`src/rtl/dmem_access_unit.sv`:
```
// Load/store unit between the core data port and a single-port word RAM without byte enables.
// Sub-word stores are done as read-modify-write; illegal or misaligned accesses are rejected with a fault pulse.
module dmem_access_unit #(
    parameter int ADDR_W = 10
) (
    input  logic              CLK,
    input  logic              RST,
    input  logic              req_read,
    input  logic              req_write,
    input  logic [ADDR_W-1:0] req_addr,
    input  logic [31:0]       req_wdata,
    input  logic [2:0]        req_funct3,
    output logic              stall,
    output logic [31:0]       rdata,
    output logic              fault,
    output logic [ADDR_W-3:0] ram_addr,
    output logic              ram_re,
    output logic              ram_we,
    output logic [31:0]       ram_wdata,
    input  logic [31:0]       ram_rdata
);

    typedef enum logic [2:0] {
        S_IDLE,
        S_LOAD,
        S_RMW_RD,
        S_RMW_WR,
        S_DONE
    } state_t;

    state_t            r_state;
    logic [ADDR_W-1:0] r_addr;
    logic [2:0]        r_funct3;
    logic [15:0]       r_wdata;
    logic [31:0]       r_merge;
    logic [31:0]       r_rdata;
    logic              r_fault;

    logic              w_req;
    logic              w_start;
    logic              w_badFunct3;
    logic              w_misaligned;
    logic              w_fault;
    logic              w_startLoad;
    logic              w_startSw;
    logic              w_startRmw;
    logic              w_busy;
    logic [7:0]        w_byte;
    logic [15:0]       w_half;
    logic [31:0]       w_loadData;
    logic [31:0]       w_merge;

    assign w_req   = req_read | req_write;
    assign w_start = (r_state == S_IDLE) & w_req & ~RST;

    // Stores only exist as B/H/W; any funct3 with bit 2 set is load-only or undefined.
    assign w_badFunct3  = (req_funct3 == 3'b011) | (req_funct3[2:1] == 2'b11)
                        | (req_write & req_funct3[2]);
    assign w_misaligned = ((req_funct3[1:0] == 2'b01) & req_addr[0])
                        | ((req_funct3 == 3'b010) & (req_addr[1:0] != 2'b00));
    assign w_fault      = (req_read & req_write) | w_badFunct3 | w_misaligned;

    assign w_startLoad = w_start & ~w_fault & req_read;
    assign w_startSw   = w_start & ~w_fault & req_write & (req_funct3 == 3'b010);
    assign w_startRmw  = w_start & ~w_fault & req_write & ~req_funct3[1];

    assign w_busy = (r_state == S_LOAD) | (r_state == S_RMW_RD) | (r_state == S_RMW_WR);

    assign stall     = ~RST & (w_start | w_busy);
    assign ram_re    = w_startLoad | w_startRmw;
    assign ram_we    = w_startSw | ((r_state == S_RMW_WR) & ~RST);
    assign ram_addr  = w_start ? req_addr[ADDR_W-1:2] : r_addr[ADDR_W-1:2];
    assign ram_wdata = w_startSw ? req_wdata : r_merge;
    assign rdata     = r_rdata;
    assign fault     = r_fault;

    always_comb begin
        w_byte = ram_rdata[7:0];
        case (r_addr[1:0])
            2'd0:    w_byte = ram_rdata[7:0];
            2'd1:    w_byte = ram_rdata[15:8];
            2'd2:    w_byte = ram_rdata[23:16];
            default: w_byte = ram_rdata[31:24];
        endcase
        w_half = r_addr[1] ? ram_rdata[31:16] : ram_rdata[15:0];

        w_loadData = ram_rdata;
        case (r_funct3)
            3'b000:  w_loadData = {{24{w_byte[7]}}, w_byte};
            3'b001:  w_loadData = {{16{w_half[15]}}, w_half};
            3'b100:  w_loadData = {24'd0, w_byte};
            3'b101:  w_loadData = {16'd0, w_half};
            default: w_loadData = ram_rdata;
        endcase
    end

    // Merge the latched store data into the word just read back from RAM.
    always_comb begin
        w_merge = ram_rdata;
        if (r_funct3[0]) begin
            if (r_addr[1]) w_merge[31:16] = r_wdata;
            else           w_merge[15:0]  = r_wdata;
        end else begin
            case (r_addr[1:0])
                2'd0:    w_merge[7:0]   = r_wdata[7:0];
                2'd1:    w_merge[15:8]  = r_wdata[7:0];
                2'd2:    w_merge[23:16] = r_wdata[7:0];
                default: w_merge[31:24] = r_wdata[7:0];
            endcase
        end
    end

    always_ff @(posedge CLK) begin
        if (RST) begin
            r_state  <= S_IDLE;
            r_addr   <= '0;
            r_funct3 <= '0;
            r_wdata  <= '0;
            r_merge  <= '0;
            r_rdata  <= '0;
            r_fault  <= 1'b0;
        end else begin
            r_fault <= 1'b0;
            case (r_state)
                S_IDLE: begin
                    if (w_req) begin
                        r_addr   <= req_addr;
                        r_funct3 <= req_funct3;
                        r_wdata  <= req_wdata[15:0];
                        if (w_fault) begin
                            r_fault <= 1'b1;
                            r_state <= S_DONE;
                        end else if (req_read) begin
                            r_state <= S_LOAD;
                        end else if (req_funct3 == 3'b010) begin
                            r_state <= S_DONE;
                        end else begin
                            r_state <= S_RMW_RD;
                        end
                    end
                end
                S_LOAD: begin
                    r_rdata <= w_loadData;
                    r_state <= S_DONE;
                end
                S_RMW_RD: begin
                    r_merge <= w_merge;
                    r_state <= S_RMW_WR;
                end
                S_RMW_WR: r_state <= S_DONE;
                S_DONE:   r_state <= S_IDLE;
                default:  r_state <= S_IDLE;
            endcase
        end
    end

endmodule

```
`config.mk`:
```
export PLATFORM = sky130hd
export DESIGN_NAME = dmem_access_unit
export DESIGN_NICKNAME = d
export VERILOG_FILES = /design/src/rtl/dmem_access_unit.sv
export SDC_FILE = /design/constraint.sdc
export NUM_CORES = 1
export LEC_CHECK = 0
export CAP_MARGIN = 0
export CORE_UTILIZATION = 44
export CTS_CLUSTER_SIZE = 25
export DETAILED_ROUTE_END_ITERATION = 10
export PLACE_DENSITY_LB_ADDON = 0.05
export REMOVE_ABC_BUFFERS = 1
export SYNTH_ARGS = -nofsm -noshare
export SYNTH_HDL_FRONTEND = slang
export SYNTH_SLANG_ARGS = --single-unit
```
`constraint.sdc`:
```
create_clock -name CLK -period 4.5 [get_ports CLK]
set_input_delay 0.9 -clock CLK [delete_from_list [all_inputs] [get_ports CLK]]
set_output_delay 0.9 -clock CLK [all_outputs]
set_load 0.05 [all_outputs]
```
==> results of run 1 <==
critical path: stages:
cell,delay [ns]
clkdlybuf4s50_1,0.52
nor4b_1,0.43
nand2_1,0.17
nor4_4,0.29
buf_4,0.30
mux2_1,0.35
buf_4,0.19
cells in the mapped netlist (all sizes together) (2+ instances only):
cell type / count
nor3: 2
nand3: 12
a211o: 13
o21ai: 4
nor4: 6
a311oi: 10
nand3b: 8
o21ba: 3
o221ai: 9
mux2i: 10
nor2: 56
a211oi: 32
clkinv: 2
nor2b: 7
nand2b: 7
buf: 14
mux2: 50
nand2: 107
nor4b: 5
a221oi: 4
nor3b: 4
o22ai: 30
clkbuf: 40
inv: 2
dfxtp: 97
a21o: 5
a21oi: 55
metrics by stage:
step | power (mW) | util [%] | instances | hold WS (ns)
3_3_place_gp | 1.547 | 60.16 | 855 | 0.4391
5_1_grt | 2.415 | 62.95 | 871 | 0.4818
2_1_floorplan | 1.295 | - | 550 | 0.4261
6_report | 2.328 | 62.95 | 871 | 0.4566
4_1_cts | 2.334 | 62.95 | 871 | 0.4552
3_5_place_dp | 1.556 | 60.16 | 855 | 0.4454
flip-flops by register name, indices dropped and copies added, names as in the netlist:
signal and flops:
r_wdata 16, r_addr 10, r_merge 32, r_funct3 3, rdata 32, r_state 3
fault 1
cell families after synthesis:
group / synth area share, %
AOI/OAI and AO/OA: 23.42
muxes: 13.23
and+or+nand+nor: 19.53
buffers and inverters: 5.069
DFF: 38.75
where the power goes:
group	leakage [nW]	internal (mW)	switching (mW)	total (mW)
Combinational	1.62	0.247	0.335	0.582
Clock	0.145	0.447	0.337	0.784
Sequential	0.790	0.905	0.0564	0.961
Total	2.56	1.60	0.728	2.33
final cells by class:
class,count,area (um2)
Fill cell,976,4069
Multi-Input combinational cell,449,2831
Sequential cell,97,1942
Timing Repair Buffer,165,1644
Clock buffer,10,239.0
Tap cell,140,175.2
Clock inverter,6,67.56
Inverter,4,15.01
worst min path at each step:
stage | depth (start not counted) | end | slack [ns] | startpoint
detailed placement | 2 | r_merge[28]$_SDFFE_PP0P_ | 0.45 | r_merge[28]$_SDFFE_PP0P_
global route | 2 | r_merge[10]$_SDFFE_PP0P_ | 0.48 | r_merge[10]$_SDFFE_PP0P_
finish | 2 | r_merge[11]$_SDFFE_PP0P_ | 0.46 | r_merge[11]$_SDFFE_PP0P_
floorplan | 2 | r_merge[10]$_SDFFE_PP0P_ | 0.43 | r_merge[10]$_SDFFE_PP0P_
global placement | 2 | r_addr[7]$_SDFFE_PP0N_ | 0.44 | r_addr[7]$_SDFFE_PP0N_
CTS | 2 | r_merge[28]$_SDFFE_PP0P_ | 0.46 | r_merge[28]$_SDFFE_PP0P_
per-layer routing:
layer  vias up  wire, um  part of all wire [%]  track usage, %
li1       2445         -                     -               -
met1      2352      6658                    44           33.19
met2       230      7122                    47           42.68
met3        23      1039                   6.9           3.885
met4         0       272                   1.8           9.073
met5         -         0                     0               0
==> metrics.txt, run 1 <==
insertion delay of the later-clocked pin in the worst-skew pair=0.35 ns; H-tree Lvls=3; max-slew headroom at the worst pin=about 40%; post-route minimum period=4.068 ns; Setup TNS=0 ns; post-synthesis register bit count=97; portion of synthesized cell area occupied by the leading cell type=about two fifths; count of buffers added by post-CTS timing repair for setup=0; overall die area=between 0.01 and 0.015 mm2; commonest non-fill, non-tap cells in the layout=clkdlybuf4s50_1 (113), nand2_1 (107), dfxtp_1 (97), nor2_1 (55), a21oi_1 (54); Clk Tree Root Cell=clkbuf_16; instance area after placement=0.006608 mm2; detailed-route vias per instance=approximately 5.8; number of antenna cells inserted=0; top flip-flop cell by instance count after synthesis=dfxtp_1; hold_buf cts=0; Synth area leaders=dfxtp_1 (39%), nand2_1 (8.0%), mux2_1 (6.5%); antenna violations before repair=0; Register-to-Register Setup Slack=1.86 ns; type of the setup path with the least slack=input port to output pin; io pins=between 150 and 200; final slew viol count=0; overflow left after global routing=0; arrival time of the worst setup path=3.17 ns; Final Hold Violating Endpoints=0; crit path capture=ram_wdata[19]; async set-reset flop share out of synthesis=0%; wire length of the first global-routing pass=23.34 mm; Vert. Die Dim=108.7 um; number of nets in the final layout=807; die extent in x=108.7 um; number of DRC violations after detailed routing=0; # resized after CTS=0; pin count of the biggest net entering global routing=85; wire per inst=17.33 um; number of maximum-capacitance violations=0; largest clock skew in the final design=0.009847 ns; cell area after layout=0.006914 mm2; Netlist Area Pre-Place=0.005011 mm2; setup slack after placement=0.4327 ns; length in cells of the worst reg-to-reg path=4; number of CTS-inserted buffers=9; worst IR drop on VDD=roughly 0.16 mV; Antenna Nets Post-Route=0; number of global-route vias before repair=4577; path type of the worst min-delay path=flop to flop; synthesis-to-finish area growth=37.98%; effective utilization at floorplan=45.63%; number of standard-cell rows in the floorplan=38; launching element of the worst setup path=req_read; detailed-router iteration count before antenna repair=5; total via count in the routed design=about 5100; largest fanout of any net on the critical path=17; Leak Pwr=2.559 nW; Tightest Pin Transition=0.9062 ns; synthesized area per cell=8.296 um2; critical register-to-register path startpoint=r_addr[0]$_SDFFE_PP0N_; reg2reg end=rdata[2]$_SDFFE_PP0P_; CP Capture Type=output pin; number of unique standard cell types used by synthesis=44; DP Wirelength=10.63 mm; Final setup viols=0; synthesized instance count=604; core region area=around 0.011 mm2; sequential fraction of the synthesis area=38.75%; Critical Path Start Type=input port; cell accounting for the most synthesized area=dfxtp_1; ratio of total power to cell area=336.7 mW/mm2; EDFF count, synth=0; total track usage=25.48%; initial DRC count=355; Buffers on Ports=156; CTS sink count=97; outcome=finished clean; commonest non-fill, non-tap cell in the layout=clkdlybuf4s50_1; fraction of final layout cells sized beyond drive strength 1=13.82%; Achievable Freq=about 0.25 GHz; required time of the critical path=3.60 ns; unrepaired setup endpoints after global routing=false; weighted congestion at the end of routability-driven global placement=about 0.8; Post-Route WL=15.09 mm; deepest clock path buffer count=2; post-route setup slack=0.4323 ns; Clock transition at path regs=0.07 ns; total of warnings raised by yosys=0; clock tree from TritonCTS=done; final clock period utilization by the worst path=90.39%
(Power assumes the default switching activity.)
==> run 2, diff against run 1 <==
--- a/config.mk
+++ b/config.mk
@@ -7,10 +7,12 @@
 export LEC_CHECK = 0
 export CAP_MARGIN = 0
 export CORE_UTILIZATION = 44
+export CTS_BUF_LIST = sky130_fd_sc_hd__clkbuf_2 sky130_fd_sc_hd__clkbuf_4 sky130_fd_sc_hd__clkbuf_8
 export CTS_CLUSTER_SIZE = 25
 export DETAILED_ROUTE_END_ITERATION = 10
 export PLACE_DENSITY_LB_ADDON = 0.05
 export REMOVE_ABC_BUFFERS = 1
+export SKIP_LAST_GASP = 1
 export SYNTH_ARGS = -nofsm -noshare
 export SYNTH_HDL_FRONTEND = slang
 export SYNTH_SLANG_ARGS = --single-unit
==> run 2 against run 1 <==
Sequential share of layout area grew 0.42 points. Non-clock buffer count unchanged. Register-to-register slack hardly changed. Clock skew grew 0.0047 ns. Combinational power is essentially flat. Clock power is 25% lower. Sequential cell count did not move. Sequential power barely moved. Highest routed layer unchanged.
==> metrics.txt, run 2 (synthesis gave the netlist of run 1 again) <==
Achievable Freq=0.2448 GHz (was 0.2458 GHz); total track usage=25.12% (was 25.48%); number of antenna cells inserted=0 (unchanged); count of buffers added by post-CTS timing repair for setup=0 (unchanged); number of global-route vias before repair=4524 (was 4577); wire per inst=17.18 um (was 17.33 um); pin count of the biggest net entering global routing=85 (unchanged); hold_buf cts=0 (unchanged); number of nets in the final layout=807 (unchanged); cell area after layout=0.006813 mm2 (was 0.006914 mm2); final slew viol count=0 (unchanged); initial DRC count=337 (was 355); biggest cell delay along the critical path=0.52 ns (about the same); number of CTS-inserted buffers=9 (unchanged); number of buffer and inverter instances along the worst setup path=3 (unchanged); number of placed instances with taps included=855 (unchanged); die extent in x=108.7 um (unchanged); CP Capture Type=output pin (unchanged); clock tree from TritonCTS=done (unchanged); ratio of total power to cell area=312.7 mW/mm2 (was 336.7 mW/mm2); largest clock skew in the final design=0.01456 ns (was 0.009847 ns); post-layout power=2.130 mW (was 2.328 mW); most frequent cell on the critical path=buf_4 (unchanged); path type of the worst min-delay path=flop to flop (unchanged); # resized after CTS=0 (unchanged); arrival time of the worst setup path=3.19 ns (was 3.17 ns); core region area=0.01098 mm2 (unchanged); H-tree Lvls=3 (unchanged); Final Hold Violating Endpoints=0 (unchanged); commonest non-fill, non-tap cells in the layout=clkdlybuf4s50_1 (113), nand2_1 (107), dfxtp_1 (97), nor2_1 (55), a21oi_1 (54) (unchanged); max-slew headroom at the worst pin=38.74% (was 39.50%); fraction of final layout cells sized beyond drive strength 1=13.82% (unchanged); antenna violations before repair=0 (unchanged); Clock transition at path regs=0.10 ns (was 0.07 ns); outcome=finished clean (unchanged); overall die area=0.01182 mm2 (unchanged); overflow left after global routing=0 (unchanged); Vert. Die Dim=108.7 um (unchanged); commonest non-fill, non-tap cell in the layout=clkdlybuf4s50_1 (unchanged); largest fanout of any net on the critical path=17 (unchanged); instance area after placement=0.006608 mm2 (unchanged); post-route minimum period=4.086 ns (was 4.068 ns); cells along the critical path=clkdlybuf4s50_1 > nor4b_1 > nand2_1 > nor4_4 > buf_4 > mux2_1 > buf_4 (unchanged); effective utilization at floorplan=45.63% (unchanged); launching element of the worst setup path=req_read (unchanged); total via count in the routed design=5038 (was 5050); Antenna Nets Post-Route=0 (unchanged); Tightest Pin Transition=0.9176 ns (was 0.9062 ns); detailed-route vias per instance=5.784 (was 5.798); count of non-filler cells in the finished layout=871 (unchanged); CTS sink count=97 (unchanged); unrepaired setup endpoints after global routing=false (unchanged); gate family responsible for the most delay along the worst path=buffers and inverters (unchanged); Final setup viols=0 (unchanged); required time of the critical path=3.60 ns (about the same); Clk Tree Root Cell=clkbuf_8 (was clkbuf_16); DP Wirelength=10.63 mm (unchanged); Post-Route WL=14.96 mm (was 15.09 mm); critical register-to-register path startpoint=r_addr[0]$_SDFFE_PP0N_ (unchanged); weighted congestion at the end of routability-driven global placement=0.8000 (unchanged); number of standard-cell rows in the floorplan=38 (unchanged); Buffers on Ports=156 (unchanged); Critical Path Start Type=input port (unchanged); filler cell count=993 (was 976); start point of the worst min-delay path=r_merge[28]$_SDFFE_PP0P_ (was r_merge[11]$_SDFFE_PP0P_); synthesis-to-finish area growth=35.95% (was 37.98%); type of the setup path with the least slack=input port to output pin (unchanged); Leak Pwr=2.513 nW (was 2.559 nW); cell type of the slowest stage on the worst timing path=clkdlybuf4s50_1 (unchanged); final cell utilization of the core=62.03% (was 62.95%); worst IR drop on VDD=0.1870 mV (was 0.1628 mV); number of DRC violations after detailed routing=0 (unchanged); io pins=157 (unchanged); detailed-router iteration count before antenna repair=5 (unchanged); final clock period utilization by the worst path=90.79% (was 90.39%); wire length of the first global-routing pass=23.17 mm (was 23.34 mm); insertion delay of the later-clocked pin in the worst-skew pair=0.36 ns (was 0.35 ns); deepest clock path buffer count=2 (unchanged); number of maximum-capacitance violations=0 (unchanged)
==> run 2: cell types whose count changed in the layout (fill, tap and decap cells not counted) <==
cell       before  now
clkbuf_16       9    0
clkbuf_8        1   10
==> run 2: power by group <==
group          switching [mW]  internal (mW)
sequential             0.0560          0.905
combinational           0.334          0.247
clock                   0.315          0.273
==> run 2: worst paths after layout <==
| kind | depth (start not counted) | slack (ns) | end |
|---|---|---|---|
| worst min-delay path | 2 | 0.46 | r_merge[28]$_SDFFE_PP0P_ |
| worst min register to register | 2 | 0.46 | r_merge[28]$_SDFFE_PP0P_ |
| worst max-delay path | 7 | 0.41 | ram_wdata[19] |
| worst max register to register | 4 | 1.86 | rdata[2]$_SDFFE_PP0P_ |
==> run 2: worst reg2reg max path: cells and delay by family, from the launching register on <==
family,cells,cell delay [ns]
compound gates,3,0.88
simple gates,1,0.69
flops,1,0.92
==> run 2: per-stage QoR <==
step | setup slack [ns] | hold slack [ns] | TNS, ns
6_report | 0.4143 | 0.4610 | 0
5_1_grt | 0.2093 | 0.4855 | 0
4_1_cts | 0.4277 | 0.4594 | 0
3_5_place_dp | 0.4327 | 0.4454 | 0
3_3_place_gp | 0.5129 | 0.4391 | 0
2_1_floorplan | -1.464 | 0.4261 | -7.132
==> run 2: routing by layer <==
metal | part of all wire (%) | track usage (%)
met2 | 47 | 41.82
met5 | 0 | 0
met1 | 45 | 33.63
met4 | 1.6 | 7.432
met3 | 6.2 | 3.646
==> run 2: final cells by class <==
| type | instances | area (um2) | share of cell area (%) |
|---|---|---|---|
| inverters | 4 | 15.01 | 0.2204 |
| clock buffers | 10 | 137.6 | 2.020 |
| well taps | 140 | 175.2 | 2.571 |
| clock inverters | 6 | 67.56 | 0.9917 |
| multi-input cells | 449 | 2831 | 41.56 |
| flip-flops and latches | 97 | 1942 | 28.50 |
| repair buffers | 165 | 1644 | 24.13 |
